[src/rtl/memory_arbiter.sv]
// Two-port round-robin arbiter that serialises read/write requests onto a single-port
// synchronous memory and returns one response pulse per request, absorbing the read latency.
module memory_arbiter #(
  parameter  int DATA_LENGTH = 8,
  parameter  int MEM_SIZE    = 1024,
  localparam int ADDR_W      = $clog2(MEM_SIZE)
) (
  input  logic                   clk,
  input  logic                   rst_n,
  input  logic                   req_valid_0,
  output logic                   req_ready_0,
  input  logic                   req_we_0,
  input  logic [ADDR_W-1:0]      req_addr_0,
  input  logic [DATA_LENGTH-1:0] req_wdata_0,
  output logic                   rsp_valid_0,
  output logic [DATA_LENGTH-1:0] rsp_rdata_0,
  input  logic                   req_valid_1,
  output logic                   req_ready_1,
  input  logic                   req_we_1,
  input  logic [ADDR_W-1:0]      req_addr_1,
  input  logic [DATA_LENGTH-1:0] req_wdata_1,
  output logic                   rsp_valid_1,
  output logic [DATA_LENGTH-1:0] rsp_rdata_1,
  output logic                   mem_wen,
  output logic [ADDR_W-1:0]      mem_addr,
  output logic [DATA_LENGTH-1:0] mem_din,
  input  logic [DATA_LENGTH-1:0] mem_dout,
  output logic                   busy
);

  localparam logic [1:0] IDLE  = 2'd0;
  localparam logic [1:0] ISSUE = 2'd1;
  localparam logic [1:0] READ  = 2'd2;

  logic [1:0]             state_reg;
  logic                   prio_reg;    // port preferred when both are valid
  logic                   gnt_id_reg;
  logic                   we_reg;
  logic [ADDR_W-1:0]      addr_reg;
  logic [DATA_LENGTH-1:0] wdata_reg;
  logic                   rsp_valid_0_reg;
  logic                   rsp_valid_1_reg;
  logic [DATA_LENGTH-1:0] rsp_rdata_0_reg;
  logic [DATA_LENGTH-1:0] rsp_rdata_1_reg;

  logic idle;
  logic grant_0;
  logic grant_1;
  logic accept;
  logic rsp_fire;

  assign idle    = (state_reg == IDLE);
  assign grant_1 = req_valid_1 & (~req_valid_0 | prio_reg);
  assign grant_0 = req_valid_0 & ~grant_1;
  assign accept  = idle & (req_valid_0 | req_valid_1);

  assign req_ready_0 = idle & grant_0;
  assign req_ready_1 = idle & grant_1;

  // Latched request drives the memory pins directly, so they hold between operations.
  assign mem_addr = addr_reg;
  assign mem_din  = wdata_reg;
  assign mem_wen  = (state_reg == ISSUE) & we_reg;
  assign busy     = ~idle;

  assign rsp_fire = ((state_reg == ISSUE) & we_reg) | (state_reg == READ);

  always_ff @(posedge clk or negedge rst_n) begin
    if (!rst_n) begin
      state_reg  <= IDLE;
      prio_reg   <= 1'b0;
      gnt_id_reg <= 1'b0;
      we_reg     <= 1'b0;
      addr_reg   <= '0;
      wdata_reg  <= '0;
    end else begin
      case (state_reg)
        IDLE: begin
          if (accept) begin
            gnt_id_reg <= grant_1;
            we_reg     <= grant_1 ? req_we_1    : req_we_0;
            addr_reg   <= grant_1 ? req_addr_1  : req_addr_0;
            wdata_reg  <= grant_1 ? req_wdata_1 : req_wdata_0;
            prio_reg   <= ~grant_1;
            state_reg  <= ISSUE;
          end
        end
        ISSUE:   state_reg <= we_reg ? IDLE : READ;
        READ:    state_reg <= IDLE;
        default: state_reg <= IDLE;
      endcase
    end
  end

  always_ff @(posedge clk or negedge rst_n) begin
    if (!rst_n) begin
      rsp_valid_0_reg <= 1'b0;
      rsp_valid_1_reg <= 1'b0;
      rsp_rdata_0_reg <= '0;
      rsp_rdata_1_reg <= '0;
    end else begin
      rsp_valid_0_reg <= rsp_fire & ~gnt_id_reg;
      rsp_valid_1_reg <= rsp_fire & gnt_id_reg;
      // mem_dout is valid for the latched address only during READ
      if (state_reg == READ) begin
        if (gnt_id_reg) rsp_rdata_1_reg <= mem_dout;
        else            rsp_rdata_0_reg <= mem_dout;
      end
    end
  end

  assign rsp_valid_0 = rsp_valid_0_reg;
  assign rsp_valid_1 = rsp_valid_1_reg;
  assign rsp_rdata_0 = rsp_rdata_0_reg;
  assign rsp_rdata_1 = rsp_rdata_1_reg;

endmodule

[config.mk]
export PLATFORM = sky130hd
export DESIGN_NAME = memory_arbiter
export DESIGN_NICKNAME = d
export VERILOG_FILES = /design/src/rtl/memory_arbiter.sv
export SDC_FILE = /design/constraint.sdc
export NUM_CORES = 1
export LEC_CHECK = 0
export ABC_AREA = 1
export CORE_ASPECT_RATIO = 0.5
export CORE_MARGIN = 5
export CORE_UTILIZATION = 40
export DETAILED_ROUTE_END_ITERATION = 8
export GPL_ROUTABILITY_DRIVEN = 1
export GPL_TIMING_DRIVEN = 0
export PLACE_DENSITY = 0.82
export RECOVER_POWER = 100
export SLEW_MARGIN = 30
export SYNTH_ARGS = -nofsm -noshare
export SYNTH_HDL_FRONTEND = slang
export SYNTH_SLANG_ARGS = --single-unit
export TNS_END_PERCENT = 30
[constraint.sdc]
create_clock -name clk -period 1.3 [get_ports clk]
set_input_delay 0.26 -clock clk [delete_from_list [all_inputs] [get_ports clk]]
set_output_delay 0.26 -clock clk [all_outputs]
set_load 0.005 [all_outputs]
==> implementation parameters <==
Parameter                              Value

Clock network
  Clock latency of the later-clocked register in the worst-skew pair ... 0.30 ns
  Worst-case clock buffer depth ... 2
  H-Tree Level Count ... 2
  Clk root buf ... sky130_fd_sc_hd__clkbuf_8
  Total clock buffers created by CTS ... 5
  TritonCTS clock tree ... done
  Clock sinks ... 41
  Clock-pin slew of the registers on the worst-case setup and hold paths ... 0.08 ns

Synthesis
  Seq/Total Area, Yosys ... 0.561
  Post-synthesis net count ... 258
  Register bit count reported by yosys ... 41
  Most instantiated library cell after synthesis ... sky130_fd_sc_hd__nand2_1
  Average size of a mapped cell ... 8.79 um^2
  Top cell type by total area after synthesis ... sky130_fd_sc_hd__dfrtp_1
  Top area cells in the synthesized netlist ... sky130_fd_sc_hd__dfrtp_1, sky130_fd_sc_hd__nand3_1, sky130_fd_sc_hd__nand2_1
  Post-Syn Instances ... 208
  Asr flop ratio synth ... 1.00
  Number of flops mapped to enable cells by yosys ... 0
  Count of distinct cell types in the synthesized netlist ... 15
  Cell area after technology mapping ... 1830 um^2
  Area share of the leading cell type in the synthesized netlist ... 0.561
  Synth cell count leaders ... sky130_fd_sc_hd__nand2_1, sky130_fd_sc_hd__dfrtp_1, sky130_fd_sc_hd__nand3_1, sky130_fd_sc_hd__inv_1, sky130_fd_sc_hd__o21ai_0
  Main flop type after synthesis ... sky130_fd_sc_hd__dfrtp_1
  Number of warnings printed during yosys synthesis ... 0

Placed design
  Routability congestion estimate from global placement ... 0.802
  Port Buffers ... 88
  DP HPWL ... 4.18 mm

Timing
  Setup WS post-layout ... -0.229 ns
  Number of max-slew violations in the final report ... 0
  Unrepaired setup endpoints after global routing ... true
  Clock tree skew after final layout ... 0.00786 ns
  Measured slew at the worst slew-check pin ... 0.536 ns
  Max-slew headroom ... 0.642
  Final setup violation count ... 5
  Achievable frequency ... 0.654 GHz
  Final critical-path share of the clock period ... 1.18
  Time the worst path needs with I/O delays and setup ... 1.53 ns
  Total negative slack ... -0.726 ns
  Number of failing hold endpoints at the final stage ... 0

Setup path
  CP max stage cell ... sky130_fd_sc_hd__dfrtp_1
  Startpoint class of the critical path ... flip-flop
  Data required, critical path ... 1.04 ns
  CP max FO ... 2
  Arrival time worst endpoint ... 1.27 ns
  Crit-path max cell delay ... 0.42 ns
  Category of the critical setup timing path ... reg2out
  Worst path buffer plus inverter count ... 4
  Setup crit end kind ... primary output
  List of cells traversed by the critical path ... nor2_4 > buf_6 > buf_6 > nand3_2 > inv_1 > buf_2
  Cell family contributing the most delay on the critical path ... flip-flops
  Cell repeated most along the worst path ... sky130_fd_sc_hd__buf_6

Power
  Pint ... 4.37 mW
  Pwr/cell area ... 2230 nW/um^2
  Logic gate share of total power ... 0.514
  Share of total power consumed by net switching ... 0.367
  Leakage power ... 1.56 nW
  Peak supply drop ... 1.11 mV
  Net switching power figure ... 2.53 mW
  Sequential share of power ... 0.329
  Clock power share ... 0.157

Floorplanning
  Die footprint ... 6100 um^2
  I/O pin total ... 90
  Number of cell rows ... 17
  Height of the die ... 57.8 um
  Core Box Area ... 4400 um^2
  Chip Width ... 106 um
  Starting density of the core ... 0.415

Cells and area
  Number of flip-flops under the largest register name ... 10
  Fill cell total of the finished layout ... 329
  Proportion of layout cells with a drive suffix above 1 ... 0.187
  Fin nets ... 375
  Antenna cell count ... 0
  Final core occ ... 0.703
  Area occupied by multi-input gates ... 692 um^2
  Area delta synth->final ... 69.3%
  Sequential Area ... 1030 um^2

Global routing
  Number of global-route vias before repair ... 1922
  Maximum number of pins on one net before global-route repair ... 23
  Global-route congestion overflow total ... 0
  GR Util All Layers ... 0.184
  Global-route wire length before repair ... 8.90 mm
  Initial antenna violation count ... 0

Routing
  Via count ... 1914
  Remaining antenna violation count ... 0
  Initial drt markers ... 85
  Detailed-route DRC error count ... 0
  Final wirelength ... 5.84 mm
  Number of iterations in the first detailed-routing pass ... 4
  WL per Instance ... 15.3 um
  Number of vias per cell after detailed routing ... 5.00

Run status
  Failing checks ... negative setup slack
  Outcome ... complete, but fails checks

Run
  Max cap viols ... 0

Worst hold path
  Worst hold path type ... in2reg
==> metrics by stage <==
step | worst slack [ns] | hold slack, ns | std cells | total power [mW] | area [um^2]
finish | -0.229 | 0.397 | 383 | 6.90 | 3090
global route | -0.297 | 0.400 | 383 | 7.40 | 3090
CTS | -0.220 | 0.371 | 376 | 6.60 | 3030
detailed placement | -0.819 | 0.265 | 354 | 5.44 | 2800
global placement | -1.03 | 0.439 | 353 | 5.30 | 2780
floorplan | 0.0802 | -0.0356 | 208 | 3.62 | 1830
==> worst paths after layout <==
check                              from           end  slack, ns  depth (start not counted)
setup / recovery           state_reg[0]   req_ready_1      -0.23                          6
hold / removal              req_valid_1  state_reg[0]       0.40                          3
setup reg to reg           state_reg[0]   mem_addr[8]      -0.01                          7
hold reg to reg              gnt_id_reg   rsp_valid_0       0.48                          1
max in group asynchronous         rst_n  state_reg[1]       0.12                          3
min in group asynchronous         rst_n   mem_addr[5]       0.47                          2
==> layout make-up <==
type	count	share of cell area
Buffer	11	0.0275
Clock buffer	6	0.0267
Clock inverter	2	0.0121
Inverter	23	0.0287
Multi-Input combinational cell	133	0.224
Sequential cell	41	0.332
Tap cell	57	0.0230
Timing Repair Buffer	110	0.326
==> routing by layer <==
metal / wire (um) / vias to the layer above / GRT usage
met5: 0 / - / 0
met4: 104 / 0 / 0.0701
met3: 355 / 11 / 0.0523
met2: 3050 / 71 / 0.327
met1: 2330 / 906 / 0.216
li1: - / 926 / -
==> cells by family (layout without fill, tap and decap cells) <==
logic type	count (synthesis)	count (layout)	synth area share
buffers and inverters	35	152	0.0869
and+or+nand+nor	111	111	0.282
DFF	41	41	0.561
AOI/OAI and AO/OA	21	22	0.0698
==> power by group through the flow <==
stage | sequential (mW) | combinational (mW) | clock (mW)
final | 2.27 | 3.55 | 1.08
after global routing | 2.34 | 3.88 | 1.18
after CTS | 2.26 | 3.23 | 1.11
after detailed placement | 2.32 | 3.12 | 0
after global placement | 2.28 | 3.01 | 0
after floorplan | 2.31 | 1.31 | 0
==> tightest hold or removal path: stages <==
cell and delay (ns):
sky130_fd_sc_hd__buf_2 0.17, sky130_fd_sc_hd__nor2_1 0.10, sky130_fd_sc_hd__nor2_1 0.11
==> cell usage in the layout (no fill, tap or decap), types with 2 or more instances in the layout <==
cell                              count
sky130_fd_sc_hd__o21ai_1              2
sky130_fd_sc_hd__nand4_1             16
sky130_fd_sc_hd__buf_4               17
sky130_fd_sc_hd__clkbuf_8             6
sky130_fd_sc_hd__nor2_1               5
sky130_fd_sc_hd__inv_2                2
sky130_fd_sc_hd__clkdlybuf4s50_1     46
sky130_fd_sc_hd__nand3_2              4
sky130_fd_sc_hd__buf_1                2
sky130_fd_sc_hd__nand2_2              4
sky130_fd_sc_hd__o21ai_0             17
sky130_fd_sc_hd__nand3_1             37
sky130_fd_sc_hd__buf_2                5
sky130_fd_sc_hd__inv_1               20
sky130_fd_sc_hd__buf_6                9
sky130_fd_sc_hd__dfrtp_1             40
sky130_fd_sc_hd__nand2_1             42
sky130_fd_sc_hd__dlygate4sd2_1       37
==> timing repair <==
item | CTS | global route
hold endpoints to repair | 19 | 0
endpoints found under the setup margin | 53 | 35
buffers inserted | 13 | 6
cloned | 0 | 2
hold buffers | 1 | 0
resized for setup | 70 | 20
pin swaps | 1 | 0
No activity file was read; power rests on OpenSTA's default activity.
